==> src/rtl/bk_wide_add_seq_if.sv <==
// Operand request / result handshake bundle for bk_wide_add_seq.
// out_ovf exists only when BK_SEQ_OVF_EN is defined.
interface bk_wide_add_seq_if #(
  parameter int NWORDS = 4
);
  localparam int W = 4 * NWORDS;

  logic         in_valid;
  logic         in_ready;
  logic [W-1:0] in_a;
  logic [W-1:0] in_b;
  logic         in_cin;
  logic         out_valid;
  logic         out_ready;
  logic [W-1:0] out_sum;
  logic         out_cout;
`ifdef BK_SEQ_OVF_EN
  logic         out_ovf;
`endif

  modport master (
    output in_valid, in_a, in_b, in_cin, out_ready,
    input  in_ready, out_valid, out_sum, out_cout
`ifdef BK_SEQ_OVF_EN
    , input out_ovf
`endif
  );

  modport slave (
    input  in_valid, in_a, in_b, in_cin, out_ready,
    output in_ready, out_valid, out_sum, out_cout
`ifdef BK_SEQ_OVF_EN
    , output out_ovf
`endif
  );
endinterface

==> src/rtl/bk_wide_add_seq.sv <==
// Time-multiplexes an external 4-bit adder slice over NWORDS slices, LSB slice first.
// Optional signed-overflow output enabled by defining BK_SEQ_OVF_EN.
module bk_wide_add_seq #(
  parameter int NWORDS  = 4,
  parameter int ADD_LAT = 1
) (
  input  logic              clk,
  input  logic              rst,
  bk_wide_add_seq_if.slave  bus,
  output logic [3:0]        add_a,
  output logic [3:0]        add_b,
  output logic              add_cin,
  input  logic [3:0]        add_s,
  input  logic              add_cout
);
  localparam int W  = 4 * NWORDS;
  localparam int KW = (NWORDS > 1) ? $clog2(NWORDS) : 1;
  localparam int CW = (ADD_LAT > 0) ? $clog2(ADD_LAT + 1) : 1;
  localparam logic [KW-1:0] K_LAST = KW'(NWORDS - 1);
  localparam logic [CW-1:0] C_LAST = CW'(ADD_LAT);

  typedef enum logic [1:0] {
    S_IDLE = 2'd0,
    S_RUN  = 2'd1,
    S_DONE = 2'd2
  } state_t;

  state_t        state_r;
  state_t        state_nx_s;
  logic [KW-1:0] k_r;
  logic [KW-1:0] k_inc_s;
  logic [CW-1:0] wait_r;
  logic [W-1:0]  a_r;
  logic [W-1:0]  b_r;
  logic [W-1:0]  sum_r;
  logic          cout_r;
  logic          valid_r;
  logic [3:0]    add_a_r;
  logic [3:0]    add_b_r;
  logic          add_cin_r;
  logic          accept_s;
  logic          sample_s;
  logic          last_s;
`ifdef BK_SEQ_OVF_EN
  logic          ovf_r;
`endif

  assign k_inc_s = k_r + 1'b1;

  // Next-state decode plus accept / slice-sample strobes
  always_comb begin
    state_nx_s = state_r;
    accept_s   = 1'b0;
    sample_s   = 1'b0;
    last_s     = (k_r == K_LAST);
    case (state_r)
      S_IDLE: begin
        if (bus.in_valid) begin
          accept_s   = 1'b1;
          state_nx_s = S_RUN;
        end else begin
          state_nx_s = S_IDLE;
        end
      end
      S_RUN: begin
        if (wait_r == C_LAST) begin
          sample_s = 1'b1;
          if (last_s) begin
            state_nx_s = S_DONE;
          end else begin
            state_nx_s = S_RUN;
          end
        end else begin
          state_nx_s = S_RUN;
        end
      end
      S_DONE: begin
        if (bus.out_ready) begin
          state_nx_s = S_IDLE;
        end else begin
          state_nx_s = S_DONE;
        end
      end
      default: begin
        state_nx_s = S_IDLE;
      end
    endcase
  end

  // FSM state register
  always_ff @(posedge clk) begin
    if (rst) begin
      state_r <= S_IDLE;
    end else begin
      state_r <= state_nx_s;
    end
  end

  // Operand capture, slice sequencing and result registers
  always_ff @(posedge clk) begin
    if (rst) begin
      k_r       <= {KW{1'b0}};
      wait_r    <= {CW{1'b0}};
      a_r       <= {W{1'b0}};
      b_r       <= {W{1'b0}};
      sum_r     <= {W{1'b0}};
      cout_r    <= 1'b0;
      valid_r   <= 1'b0;
      add_a_r   <= 4'h0;
      add_b_r   <= 4'h0;
      add_cin_r <= 1'b0;
`ifdef BK_SEQ_OVF_EN
      ovf_r     <= 1'b0;
`endif
    end else begin
      if (accept_s) begin
        // Slice 0 is presented from the handshake edge so the first wait window starts at once
        a_r       <= bus.in_a;
        b_r       <= bus.in_b;
        sum_r     <= {W{1'b0}};
        cout_r    <= 1'b0;
        k_r       <= {KW{1'b0}};
        wait_r    <= {CW{1'b0}};
        add_a_r   <= bus.in_a[3:0];
        add_b_r   <= bus.in_b[3:0];
        add_cin_r <= bus.in_cin;
`ifdef BK_SEQ_OVF_EN
        ovf_r     <= 1'b0;
`endif
      end else if (state_r == S_RUN) begin
        if (sample_s) begin
          sum_r[{k_r, 2'b00} +: 4] <= add_s;
          wait_r                   <= {CW{1'b0}};
          if (last_s) begin
            cout_r    <= add_cout;
            add_a_r   <= 4'h0;
            add_b_r   <= 4'h0;
            add_cin_r <= 1'b0;
`ifdef BK_SEQ_OVF_EN
            ovf_r     <= (a_r[W-1] == b_r[W-1]) & (add_s[3] != a_r[W-1]);
`endif
          end else begin
            k_r       <= k_inc_s;
            add_a_r   <= 4'(a_r >> {k_inc_s, 2'b00});
            add_b_r   <= 4'(b_r >> {k_inc_s, 2'b00});
            add_cin_r <= add_cout;
          end
        end else begin
          wait_r <= wait_r + 1'b1;
        end
      end else begin
        wait_r <= {CW{1'b0}};
      end
      valid_r <= (state_nx_s == S_DONE);
    end
  end

  assign bus.in_ready  = (state_r == S_IDLE) & ~rst;
  assign bus.out_valid = valid_r;
  assign bus.out_sum   = sum_r;
  assign bus.out_cout  = cout_r;
`ifdef BK_SEQ_OVF_EN
  assign bus.out_ovf   = ovf_r;
`endif
  assign add_a   = add_a_r;
  assign add_b   = add_b_r;
  assign add_cin = add_cin_r;
endmodule
==> src/flat_wrapper.sv <==
// flat-port wrapper written by rule: the top's interface ports become plain ports
module bk_wide_add_seq_flat 
#(
  parameter int NWORDS  = 4,
  parameter int ADD_LAT = 1
)
  (clk, rst, add_a, add_b, add_cin, add_s, add_cout, bus_in_valid, bus_in_a, bus_in_b, bus_in_cin, bus_out_ready, bus_in_ready, bus_out_valid, bus_out_sum, bus_out_cout);
  bk_wide_add_seq_if #(.NWORDS(NWORDS)) bus_i ();
  input  logic clk;
  input  logic rst;
  output logic [3:0] add_a;
  output logic [3:0] add_b;
  output logic add_cin;
  input  logic [3:0] add_s;
  input  logic add_cout;
  input wire logic [$bits(bus_i.in_valid)-1:0] bus_in_valid;
  input wire logic [$bits(bus_i.in_a)-1:0] bus_in_a;
  input wire logic [$bits(bus_i.in_b)-1:0] bus_in_b;
  input wire logic [$bits(bus_i.in_cin)-1:0] bus_in_cin;
  input wire logic [$bits(bus_i.out_ready)-1:0] bus_out_ready;
  output wire logic [$bits(bus_i.in_ready)-1:0] bus_in_ready;
  output wire logic [$bits(bus_i.out_valid)-1:0] bus_out_valid;
  output wire logic [$bits(bus_i.out_sum)-1:0] bus_out_sum;
  output wire logic [$bits(bus_i.out_cout)-1:0] bus_out_cout;
  assign bus_i.in_valid = bus_in_valid;
  assign bus_i.in_a = bus_in_a;
  assign bus_i.in_b = bus_in_b;
  assign bus_i.in_cin = bus_in_cin;
  assign bus_i.out_ready = bus_out_ready;
  assign bus_in_ready = bus_i.in_ready;
  assign bus_out_valid = bus_i.out_valid;
  assign bus_out_sum = bus_i.out_sum;
  assign bus_out_cout = bus_i.out_cout;
  bk_wide_add_seq #(.NWORDS(NWORDS), .ADD_LAT(ADD_LAT)) u_core (.clk(clk), .rst(rst), .bus(bus_i), .add_a(add_a), .add_b(add_b), .add_cin(add_cin), .add_s(add_s), .add_cout(add_cout));
endmodule
==> config.mk <==
export PLATFORM = sky130hd
export DESIGN_NAME = bk_wide_add_seq_flat
export DESIGN_NICKNAME = d
export VERILOG_FILES = /design/src/rtl/bk_wide_add_seq_if.sv /design/src/rtl/bk_wide_add_seq.sv /design/src/flat_wrapper.sv
export SDC_FILE = /design/constraint.sdc
export NUM_CORES = 1
export LEC_CHECK = 0
export BUFFER_PORTS_ARGS = -buffer_cell sky130_fd_sc_hd__buf_4
export CAP_MARGIN = 30
export CORE_MARGIN = 2
export CORE_UTILIZATION = 56
export DETAILED_ROUTE_END_ITERATION = 10
export GPL_ROUTABILITY_DRIVEN = 0
export PLACE_DENSITY = 0.9
export SLEW_MARGIN = 15
export SYNTH_ARGS = -nofsm -noshare
export SYNTH_HDL_FRONTEND = slang
export SYNTH_SLANG_ARGS = --single-unit
==> constraint.sdc <==
create_clock -name clk -period 3.4 [get_ports clk]
set_clock_uncertainty 0.1 [all_clocks]
set_input_delay 0.34 -clock clk [delete_from_list [all_inputs] [get_ports clk]]
set_output_delay 0.34 -clock clk [all_outputs]
set_load 0.02 [all_outputs]
; ---- Word level (Yosys, flattened, before mapping)
; Index checks and enable logic that the tools add are counted.
[op_classes]
magnitude_cmp = 0
n_bitwise = 4
eq_ne = 4
div_mod_pow = 0
mux = 22
n_addsub = 3
n_mul = 0
shift = 4
reduce_logical = 9
[op_table]
columns = op, count
row1 = $mux W4, 8
row2 = $shr A16 B4 Y4, 2
row3 = $bwmux W16, 1
row4 = $shift A4 B6 Y16 const A, 1
row5 = $shiftx A4 B6 Y16, 1
row6 = $mux W1, 9
row7 = $eq A2 B2 Y1 const B, 3
row8 = $mux W2, 3
row9 = $neg A4 Y6, 1
row10 = $pmux W2 S3, 1
row11 = $reduce_and A3 Y1, 2
row12 = $reduce_and A2 Y1, 2
row13 = $reduce_bool A2 Y1, 2
row14 = $reduce_or A4 Y1, 1
row15 = $not A1 Y1, 3
row16 = $add A2 B1 Y2 const B, 1
row17 = $eq A2 B1 Y1 const B, 1
row18 = $logic_not A2 Y1, 1
row19 = $reduce_or A2 Y1, 1
row20 = $add A1 B1 Y1 const B, 1
row21 = $and A1 B1 Y1, 1
[totals]
out_inout_bits = 28
mem_bits_rw = 0
reg_bits = 64
latchBits = 0
rom_bits = 0
memories = 0

; ---- Logic depth before layout (Yosys ltp)
; Gate-level depths: netlist (run 1).
[depth]
ltp_word = 6
ltp_mapped = 6
ltp_nobuf = 6

; ---- Least setup slack after synthesis (run 1)
; OpenSTA, ideal clock, no wires.
[synth_timing]
kind = flip-flop to flip-flop
startpoint = reg u_core.k_r[0]
endpoint = reg u_core.sum_r[12], in the netlist u_core.bus.out_sum[12]
path_stages_with_launch = 7
t_arrival_ps = 1744
slack_ps = 1486
setup_ps = 70
synth_period_minus_slack_ps = 1914
cell_sequence = dfxtp_1 inv_1 ha_1 buf_4 nor4_1 nand3_1 a21oi_1
[synth_via]
elab_chain_len = 3
[synth_rtl]
columns = item, line
row1 = "start, declared", bk_wide_add_seq.sv:30  ; logic [KW-1:0] k_r;
row2 = "start signal, assigned", bk_wide_add_seq.sv:102  ; k_r <= {KW{1'b0}};
row3 = "start signal, assigned", bk_wide_add_seq.sv:122  ; k_r <= {KW{1'b0}};
row4 = "start signal, assigned", bk_wide_add_seq.sv:143  ; k_r <= k_inc_s;
row5 = $neg A4 Y6 *, bk_wide_add_seq.sv:132  ; sum_r[{k_r, 2'b00} +: 4] <= add_s;
row6 = $shiftx A4 B6 Y16 / $shift A4 B6 Y16 (equally long branches), bk_wide_add_seq.sv:132
row7 = $bwmux W16 *, bk_wide_add_seq.sv:132
row8 = "end signal, assigned", bk_wide_add_seq.sv:106  ; sum_r <= {W{1'b0}};
row9 = "end signal, assigned", bk_wide_add_seq.sv:120  ; sum_r <= {W{1'b0}};
row10 = "end signal, assigned by index", bk_wide_add_seq.sv:132
row11 = "end, declared", bk_wide_add_seq.sv:35  ; logic [W-1:0] sum_r;
; Mark *: on every way between the ends. The rest lies on a longest branch, timed or not.
; A chain may end at the register's enable or synchronous reset.

; ---- Worst setup path after layout (run 1)
[layout_timing]
startpoint = reg u_core.k_r[0]
endpoint = reg u_core.add_b_r[3], in the netlist u_core.add_b[3]
[layout_via]
elab_chain_len = 6
[layout_rtl]
columns = item, line
row1 = $add A2 B1 Y2, bk_wide_add_seq.sv:48  ; assign k_inc_s = k_r + 1'b1;
row2 = named net u_core.k_inc_s[0], bk_wide_add_seq.sv:31  ; logic [KW-1:0] k_inc_s;
row3 = $shr A16 B4 Y4, bk_wide_add_seq.sv:145  ; add_b_r <= 4'(b_r >> {k_inc_s, 2'b00});
row4 = $mux W4, bk_wide_add_seq.sv:134  ; if (last_s) begin
row5 = $mux W4, bk_wide_add_seq.sv:131  ; if (sample_s) begin
row6 = $mux W4, bk_wide_add_seq.sv:130  ; end else if (state_r == S_RUN) begin
row7 = $mux W4, bk_wide_add_seq.sv:116  ; if (accept_s) begin
row8 = "end signal, assigned", bk_wide_add_seq.sv:125  ; add_b_r <= bus.in_b[3:0];
row9 = "end signal, assigned", bk_wide_add_seq.sv:145
row10 = "end, declared", bk_wide_add_seq.sv:39  ; logic [3:0] add_b_r;
; The timed path passes the listed nets, and every way through them passes these cells. The select of a mux whose other input is x is not followed.

==> metrics.md, run 1 <==
| Metric | Value |
|---|---|
| CP Data Arrival Time | `2840 ps` |
| Worst Hold Depth | `3` |
| EDFF count, synth | `0` |
| Io pins | `70` |
| Highest Signal Layer | `met4` |
| Slew headroom | `55.0%` |
| Iter 0 DRT Violations | `251` |
| DRT met1 WL | `2670 um` |
| Cell area after synthesis | `2690 um2` |
| Worst setup SP type | `flop` |
| Vias | `2493` |
| Actual slew at the worst max-slew pin | `673 ps` |
| Maximum clock path buffer count | `2` |
| Mapped Cells | `311` |
| Routed len/inst | `15.2 um` |
| Final wirelength | `6600 um` |
| Register area share after synthesis | `47.6%` |
| Worst EP required | `3500 ps` |
| WL met3 | `526 um` |
| Antenna viol nets, final | `0` |
| Critical-path top delay cell | `ha_1` |
| Worst R2R Start | `u_core.k_r[0]$_SDFFE_PP0P_` |
| Total of max-cap violations | `0` |
| Hold WC Path Type | `input port to flop` |
| First drt pass iteration count | `4` |
| Die area | `5370 um2` |
| Ys async rst share | `0%` |
| Filler cells | `368` |
| Worst R2R End | `u_core.add_b[3]$_SDFFE_PP0P_` |
| Pin count of the biggest net entering global routing | `51` |
| CTS Hold Bufs | `0` |
| CTS Sinks | `64` |
| Cells after DPL | `419` |
| Die H | `73.3 um` |
| Reg2reg path depth | `5` |
| Minimum period implied by the final worst setup slack | `2730 ps` |
| Met2 wire length | `3240 um` |
| Min-delay src | `bus_in_b[4]` |
| Post-CTS setup buffer count | `0` |
| Final Non-Filler Cells | `433` |
| Vias in the first global route | `2317` |
| VDD IR-drop max | `0.320 mV` |
| Syn_area_per_cell | `8.65 um2` |
| CP endpoint kind | `flop` |
| Outcome | `complete, no violations` |
| CTS tree | `built` |
| H-tree Lvls | `3` |
| Post_cts resized | `0` |
| Row cnt | `25` |
| Die width | `73.3 um` |
| Num CTS Buffers | `9` |
| Clock-pin slew on the worst setup and hold paths | `60 ps` |
| CORE AREA | `4690 um2` |
| Antenna cells | `0` |
| WHS Endpoint | `u_core.b_r[4]$_SDFFE_PP0P_` |
| Area of the multi-input gates | `1290 um2` |
| Ratio of cells with drive above 1 in the final layout | `25.6%` |
| FF+latch area | `1280 um2` |
| First-pass GRT wire length | `10700 um` |
| CP max stage delay | `740 ps` |
| Worst reg-to-reg setup slack | `670 ps` |
| P_leak | `1.35 nW` |
| Final hold vios | `0` |
| Gr ovfl total | `0` |
| Initial Util | `57.3%` |
| Synth cell types | `30` |
| Main flop type after synthesis | `dfxtp_1` |
| RSZ-0062 raised after global routing | `no` |
| Fin Setup TNS | `0 ps` |
| Initial antenna violation count | `0` |
| Crit Path Class | `flop to flop` |
| Crit path cell chain | `inv_1 -> ha_1 -> mux4_2 -> inv_1 -> o22ai_1` |
| Post-DP HPWL | `4440 um` |
| Tcrit/Tclk final | `80.4%` |
| Most used cell, CP | `inv_1` |
| Fin. max-slew vios | `0` |
| Number of synthesized register bits | `64` |
| Routed vias/inst | `5.76` |
| Syn_nets | `358` |
| Pwr/cell area | `454 nW/um2` |
| Final nets | `424` |
| Ys Warns | `0` |
| Port buffer count | `69` |
| Clk Latency, worst-skew pair | `340 ps` |
| Final setup viols | `0` |
| # DRC | `0` |
| CP max FO | `14` |
| P&R area growth vs syn | `26.0%` |
| Overall Global Routing Usage | `26.3%` |
| Achievable Freq | `366 MHz` |
| Root buf cell | `clkbuf_8` |
[stage by stage]
stage	worst slack (ps)	total power [mW]	hold WS, ps	utilization, %	area (um2)
6_report	665	1.54	145	72.2	3390
5_1_grt	442	1.60	140	72.2	3390
4_1_cts	681	1.54	134	72.0	3380
3_5_place_dp	707	0.991	343	68.6	3220
3_3_place_gp	783	0.984	338	68.6	3220
2_1_floorplan	1490	0.915	333	-	2690
[report_power, final]
| group | switching (mW) | internal (mW) | leakage [nW] | total, mW |
|---|---|---|---|---|
| sequential | 0.0230 | 0.781 | 0.522 | 0.804 |
| combinational | 0.0908 | 0.0846 | 0.745 | 0.175 |
| clock | 0.267 | 0.291 | 0.0842 | 0.558 |
| total | 0.380 | 1.16 | 1.35 | 1.54 |
[synth_stat cells (3+ instances only)]
master / instances / area share, %
o22ai_1: 8 / 1.9
buf_4: 3 / 0.84
inv_1: 10 / 1.4
a21oi_1: 44 / 8.2
clkbuf_1: 8 / 1.1
nor2b_1: 3 / 0.70
o21ai_0: 10 / 1.9
a32o_1: 8 / 3.0
mux4_2: 8 / 6.7
dfxtp_1: 64 / 48
nand3_1: 8 / 1.5
ha_1: 5 / 2.3
nand2_1: 88 / 12
and2_1: 4 / 0.93
nor2_1: 7 / 0.98
and3_1: 9 / 2.1
buf_2: 7 / 1.3
[sequential cells by signal (all words and copies together) (netlist names)]
| register | cells |
|---|---|
| u_core.a_r | 16 |
| u_core.b_r | 16 |
| u_core.bus.out_sum | 16 |
| u_core.add_a | 4 |
| u_core.add_b | 4 |
| u_core.k_r | 2 |
| u_core.state_r | 2 |
| u_core.add_cin | 1 |
| u_core.bus.out_cout | 1 |
| u_core.bus.out_valid | 1 |
| u_core.wait_r | 1 |
[worst max-delay path, delay by kind of cell (launching register included)]
kind	cells	cell delay, ps
AO/OA/AOI/OAI	1	80
adder cells (fa/ha/maj)	1	740
buffers and inverters	2	340
flip-flops	1	730
multiplexers	1	590
[logic make-up after synthesis]
group                    Yosys count  share of synthesized area, %
XOR/XNOR                           1                         0.326
flip-flops                        64                          47.6
AND/OR/NAND/NOR                  133                          22.8
adder cells (fa/ha/maj)            5                          2.33
buffers and inverters             28                          4.65
AO/OA/AOI/OAI                     71                          15.2
multiplexers                       9                          7.07
[cell usage in the layout (no fill, tap or decap), types with 2 or more instances in the layout]
cell type / synthesis / layout
a32o_1: 8 / 8
o21ai_0: 10 / 10
and2_1: 4 / 4
nor2_1: 7 / 7
inv_1: 10 / 10
mux4_2: 8 / 8
o22ai_1: 8 / 8
nor3_1: 2 / 2
ha_1: 5 / 5
nand3_1: 8 / 8
a21oi_1: 44 / 44
nand3b_1: 2 / 2
buf_4: 3 / 72
nor2b_1: 3 / 3
dfxtp_1: 64 / 64
clkbuf_8: 0 / 11
nand2_1: 88 / 88
and3_1: 9 / 9
nor3_2: 2 / 2
nor4_1: 2 / 2
[final cells by class]
| class | instances | share of cell area, % |
|---|---|---|
| sequential | 64 | 37.8 |
| tap | 54 | 1.99 |
| multi-input combinational | 219 | 38.1 |
| clock buffer | 12 | 4.58 |
| inverter | 10 | 1.11 |
| timing repair buffer | 73 | 16.3 |
| clock inverter | 1 | 0.148 |
[routing by layer]
| layer | up-vias | GRT usage (%) |
|---|---|---|
| li1 | 1200 | - |
| met1 | 1175 | 34.1 |
| met2 | 101 | 40.6 |
| met3 | 17 | 7.54 |
| met4 | 0 | 12.7 |
| met5 | - | 0 |
[worst max path at each step]
stage	startpoint	end	depth (start not counted)
2_1_floorplan	u_core.k_r[0]$_SDFFE_PP0P_	u_core.bus.out_sum[12]$_SDFFE_PP0P_	6
3_3_place_gp	u_core.k_r[0]$_SDFFE_PP0P_	u_core.add_a[2]$_SDFFE_PP0P_	5
3_5_place_dp	u_core.k_r[0]$_SDFFE_PP0P_	u_core.add_b[1]$_SDFFE_PP0P_	5
4_1_cts	u_core.k_r[0]$_SDFFE_PP0P_	u_core.add_b[3]$_SDFFE_PP0P_	5
5_1_grt	u_core.k_r[0]$_SDFFE_PP0P_	u_core.bus.out_sum[12]$_SDFFE_PP0P_	5
6_report	u_core.k_r[0]$_SDFFE_PP0P_	u_core.add_b[3]$_SDFFE_PP0P_	5
(Power assumes the default switching activity.)
==> inputs of run 2 (changes only) <==
Settings changed: CORE_UTILIZATION 56 to 47, PLACE_DENSITY 0.9 to 0.81.
Clock period 3.4 ns to 2.3 ns, I/O delays scaled along.
==> run 2 against run 1 <==
Clock power increased by 42%. Global-route usage is 4.6 points lower. Count of clock-buffer cells in the layout rose by 1. Critical path depth up 1. Design area up 1.2%. Flip-flop and latch count unchanged. Maximum frequency increased by 39%. Sequential share of layout area is 0.44 points lower. Die area increased by 18%. Via count decreased by 3.2%. Routed wire length shrank 4.9%. Total power grew 45%. Critical path type unchanged. Critical endpoint is now u_core.bus.out_sum[14]$_SDFFE_PP0P_.
==> metrics.md, run 2 (synthesized netlist as in run 1, its figures left out) <==
| Metric | Value |
|---|---|
| Post-route design area | `3430 um2` |
| Num CTS Buffers | `9` |
| Overall Global Routing Usage | `21.7%` |
| CTS Sinks | `64` |
| Final hold vios | `0` |
| Clock-pin slew on the worst setup and hold paths | `70 ps` |
| Post-DP HPWL | `4490 um` |
| Final setup viols | `0` |
| CP max stage delay | `550 ps` |
| H-tree Lvls | `3` |
| CORE AREA | `5510 um2` |
| Die area | `6340 um2` |
| Crit Path Class | `flop to flop` |
| Worst setup SP type | `flop` |
| Most common cell after layout, fill and taps aside | `nand2_1` |
| Routed vias/inst | `5.31` |
| CP endpoint kind | `flop` |
| CP max FO | `6` |
| RSZ-0062 raised after global routing | `no` |
| CTS Hold Bufs | `0` |
| Internal | `1.69 mW` |
| Worst EP required | `2470 ps` |
| CP Data Arrival Time | `2130 ps` |
| Initial Util | `48.9%` |
| Achievable Freq | `509 MHz` |
| Combinational power share | `11.6%` |
| Vias | `2412` |
| Ratio of cells with drive above 1 in the final layout | `25.7%` |
| Final wirelength | `6280 um` |
| DP Area | `3270 um2` |
| Psw | `0.548 mW` |
| Final nets | `426` |
| Total of max-cap violations | `0` |
| Tcrit/Tclk final | `85.4%` |
| Iter 0 DRT Violations | `132` |
| Maximum clock path buffer count | `2` |
| Actual slew at the worst max-slew pin | `726 ps` |
| Initial antenna violation count | `0` |
| First drt pass iteration count | `4` |
| Crit path cell chain | `inv_1 -> ha_1 -> buf_4 -> nor4_1 -> nand3_1 -> a21oi_1` |
| VDD IR-drop max | `0.419 mV` |
| Fin. max-slew vios | `0` |
| Slew headroom | `51.4%` |
| Post-CTS setup buffer count | `0` |
| Clk Latency, worst-skew pair | `340 ps` |
| Root buf cell | `clkbuf_8` |
| Port buffer count | `69` |
| P_leak | `1.36 nW` |
| Minimum period implied by the final worst setup slack | `1970 ps` |
| Most frequent cells in the layout | `nand2_1 (88), buf_4 (74), dfxtp_1 (64), a21oi_1 (44)` |
| Part of the power in the clock network | `35.4%` |
| # DRC | `0` |
| P&R area growth vs syn | `27.4%` |
| Critical-path top delay cell | `nor4_1` |
| First-pass GRT wire length | `10500 um` |
| CTS tree | `built` |
| Io pins | `70` |
| Row cnt | `27` |
| Hold WC Path Type | `input port to flop` |
| Register share of total power | `53.0%` |
| Fin util | `62.3%` |
| Gr ovfl total | `0` |
| Vias in the first global route | `2286` |
| Routed len/inst | `13.8 um` |
| Die H | `79.7 um` |
| Die width | `79.7 um` |
| Filler cells | `510` |
| Antenna viol nets, final | `0` |
| Pin count of the biggest net entering global routing | `51` |
| Fin Setup TNS | `0 ps` |
| Outcome | `complete, no violations` |
| Antenna cells | `0` |
| Post_cts resized | `0` |
| Switching portion of total power | `24.5%` |
| Pwr/cell area | `652 nW/um2` |
==> run 2: path summary, 6_finish.rpt <==
| kind | from | end | slack [ps] | cells after the start |
|---|---|---|---|---|
| worst min register to register | u_core.bus.out_sum[2]$_SDFFE_PP0P_ | u_core.bus.out_sum[2]$_SDFFE_PP0P_ | 350 | 2 |
| worst min-delay path | bus_in_b[10] | u_core.b_r[10]$_SDFFE_PP0P_ | 40 | 3 |
| worst max-delay path | u_core.k_r[1]$_SDFFE_PP0P_ | u_core.bus.out_sum[14]$_SDFFE_PP0P_ | 330 | 6 |
| worst max register to register | u_core.k_r[1]$_SDFFE_PP0P_ | u_core.bus.out_sum[14]$_SDFFE_PP0P_ | 330 | 6 |
==> run 2: cell type report <==
type,instances,area (um2),area share [%]
clock buffers,13,149,4.34
clock inverters,1,5.00,0.146
inverters,10,37.5,1.09
multi-input cells,219,1290,37.6
flip-flops and latches,64,1280,37.4
well taps,72,90.1,2.63
repair buffers,75,576,16.8
==> run 2: critical path: cells and delay by family (launching register included) <==
family,cells,cell delay (ps)
adders and majority gates,1,300
AOI/OAI and AO/OA,1,160
DFF,1,380
buffers and inverters,2,260
and+or+nand+nor,2,700
==> run 2: routing by layer <==
layer | GRT usage (%) | wire (um) | vias up
met1 | 27.1 | 2680 | 1117
met3 | 5.88 | 448 | 9
met2 | 35.3 | 3050 | 79
met4 | 9.31 | 109 | 0
met5 | 0 | 0 | -
li1 | - | - | 1207
==> run 2: power by group through the flow <==
stage / Combinational (mW) / Clock (mW) / Sequential [mW]
global route: 0.286 / 0.864 / 1.19
detailed placement: 0.261 / 0 / 1.21
CTS: 0.261 / 0.807 / 1.18
finish: 0.259 / 0.792 / 1.18
global placement: 0.254 / 0 / 1.21
floorplan: 0.142 / 0 / 1.21
==> run 2: through the flow <==
stage	hold slack, ps	worst slack [ps]	std cells	total power [mW]
finish	36.4	335	454	2.24
global route	31.2	161	454	2.34
CTS	26.7	352	454	2.25
detailed placement	346	368	440	1.47
global placement	339	423	440	1.46
floorplan	266	386	311	1.35
==> inputs of run 3 (changes only) <==
Settings changed: CTS_BUF_LIST from default to sky130_fd_sc_hd__clkbuf_8 sky130_fd_sc_hd__clkbuf_16.
==> run 3 against run 2 <==
Maximum frequency increased by 0.23%. Register-to-register slack hardly changed. Core utilization is the same. Critical path depth stayed put. Non-clock buffer count is the same. Critical path type unchanged. Largest cell class unchanged. Largest power group unchanged.
==> metrics.md, run 3 (synthesized netlist as in run 1, its figures left out) <==
| Metric | Value |
|---|---|
| CORE AREA | `5510 um2` |
| Maximum clock path buffer count | `2` |
| DP Area | `3270 um2` |
| Num CTS Buffers | `9` |
| Tcrit/Tclk final | `85.3%` |
| Clk Latency, worst-skew pair | `340 ps` |
| Post-CTS setup buffer count | `0` |
| Crit Path Class | `flop to flop` |
| Vias in the first global route | `2286` |
| Worst EP required | `2470 ps` |
| Clock-pin slew on the worst setup and hold paths | `70 ps` |
| CP Data Arrival Time | `2130 ps` |
| Routed len/inst | `13.8 um` |
| Worst setup SP type | `flop` |
| Antenna cells | `0` |
| CTS Hold Bufs | `0` |
| Most common cell after layout, fill and taps aside | `nand2_1` |
| Final wirelength | `6290 um` |
| CP endpoint kind | `flop` |
| CP max stage delay | `540 ps` |
| Die width | `79.7 um` |
| RSZ-0062 raised after global routing | `no` |
| Port buffer count | `69` |
| Io pins | `70` |
| Most frequent cells in the layout | `nand2_1 (88), buf_4 (74), dfxtp_1 (64), a21oi_1 (44), inv_1 (13)` |
| Actual slew at the worst max-slew pin | `722 ps` |
| Outcome | `complete, no violations` |
| P_leak | `1.37 nW` |
| Ratio of cells with drive above 1 in the final layout | `25.7%` |
| First drt pass iteration count | `4` |
| Total of max-cap violations | `0` |
| Achievable Freq | `510 MHz` |
| Worst reg-to-reg setup slack | `340 ps` |
| Crit path cell chain | `inv_1 -> ha_1 -> buf_4 -> nor4_1 -> nand3_1 -> a21oi_1` |
| Die H | `79.7 um` |
| Final setup viols | `0` |
| Antenna viol nets, final | `0` |
| Slew headroom | `51.7%` |
| CTS tree | `built` |
| P&R area growth vs syn | `27.4%` |
| Post_cts resized | `0` |
| Fin Setup TNS | `0 ps` |
| Post-DP HPWL | `4490 um` |
| First-pass GRT wire length | `10500 um` |
| Fin. max-slew vios | `0` |
| Final hold vios | `0` |
| Pwr/cell area | `649 nW/um2` |
| Critical-path top delay cell | `nor4_1` |
| Routed vias/inst | `5.29` |
| Hold WC Path Type | `input port to flop` |
| Final nets | `426` |
| Initial Util | `48.9%` |
| H-tree Lvls | `3` |
| Minimum period implied by the final worst setup slack | `1960 ps` |
| Root buf cell | `clkbuf_8` |
| # DRC | `0` |
| Overall Global Routing Usage | `21.7%` |
| Die area | `6340 um2` |
| Vias | `2402` |
| Post-route design area | `3430 um2` |
| CP max FO | `6` |
| Hold Slack | `35.0 ps` |
| Initial antenna violation count | `0` |
| Iter 0 DRT Violations | `126` |
| Row cnt | `27` |
| Gr ovfl total | `0` |
| VDD IR-drop max | `0.418 mV` |
| Pin count of the biggest net entering global routing | `51` |
| CTS Sinks | `64` |
[run 3: worst max-delay path: cells and delay by family, from the launching register on]
family / cells / cell delay (ps)
AND/OR/NAND/NOR: 2 / 690
flip-flops: 1 / 380
adder cells (fa/ha/maj): 1 / 300
buffers and inverters: 2 / 260
AO/OA/AOI/OAI: 1 / 150
[run 3: cell type report]
type / count / area (um2)
fill: 510 / 2080
multi-input combinational: 219 / 1290
sequential: 64 / 1280
timing repair buffer: 75 / 576
clock buffer: 10 / 138
tap: 72 / 90.1
inverter: 10 / 37.5
clock inverter: 4 / 16.3
[run 3: per-stage QoR]
step | worst slack, ps | instances | power, mW | util [%]
finish | 339 | 454 | 2.23 | 62.3
global route | 161 | 454 | 2.33 | 62.3
CTS | 352 | 454 | 2.24 | 62.3
detailed placement | 368 | 440 | 1.47 | 59.5
global placement | 423 | 440 | 1.46 | 59.5
floorplan | 386 | 311 | 1.35 | -
[run 3: layer usage]
layer | vias to the layer above | part of all wire (%) | GRT usage (%)
li1 | 1207 | - | -
met1 | 1106 | 43 | 27.1
met2 | 80 | 48 | 35.3
met3 | 9 | 7.1 | 5.88
met4 | 0 | 1.7 | 9.31
met5 | - | 0 | 0
[run 3: report_power, final]
part | internal [mW] | leakage (nW) | switching (mW)
Clock | 0.394 | 0.0918 | 0.388
Sequential | 1.15 | 0.522 | 0.0299
Combinational | 0.126 | 0.760 | 0.133
Total | 1.67 | 1.37 | 0.551
[run 3: final timing paths]
kind | from | end | cells after the start
max | u_core.k_r[1]$_SDFFE_PP0P_ | u_core.bus.out_sum[14]$_SDFFE_PP0P_ | 6
min | bus_in_b[10] | u_core.b_r[10]$_SDFFE_PP0P_ | 3
max reg2reg | u_core.k_r[1]$_SDFFE_PP0P_ | u_core.bus.out_sum[14]$_SDFFE_PP0P_ | 6
min reg2reg | u_core.bus.out_sum[2]$_SDFFE_PP0P_ | u_core.bus.out_sum[2]$_SDFFE_PP0P_ | 2
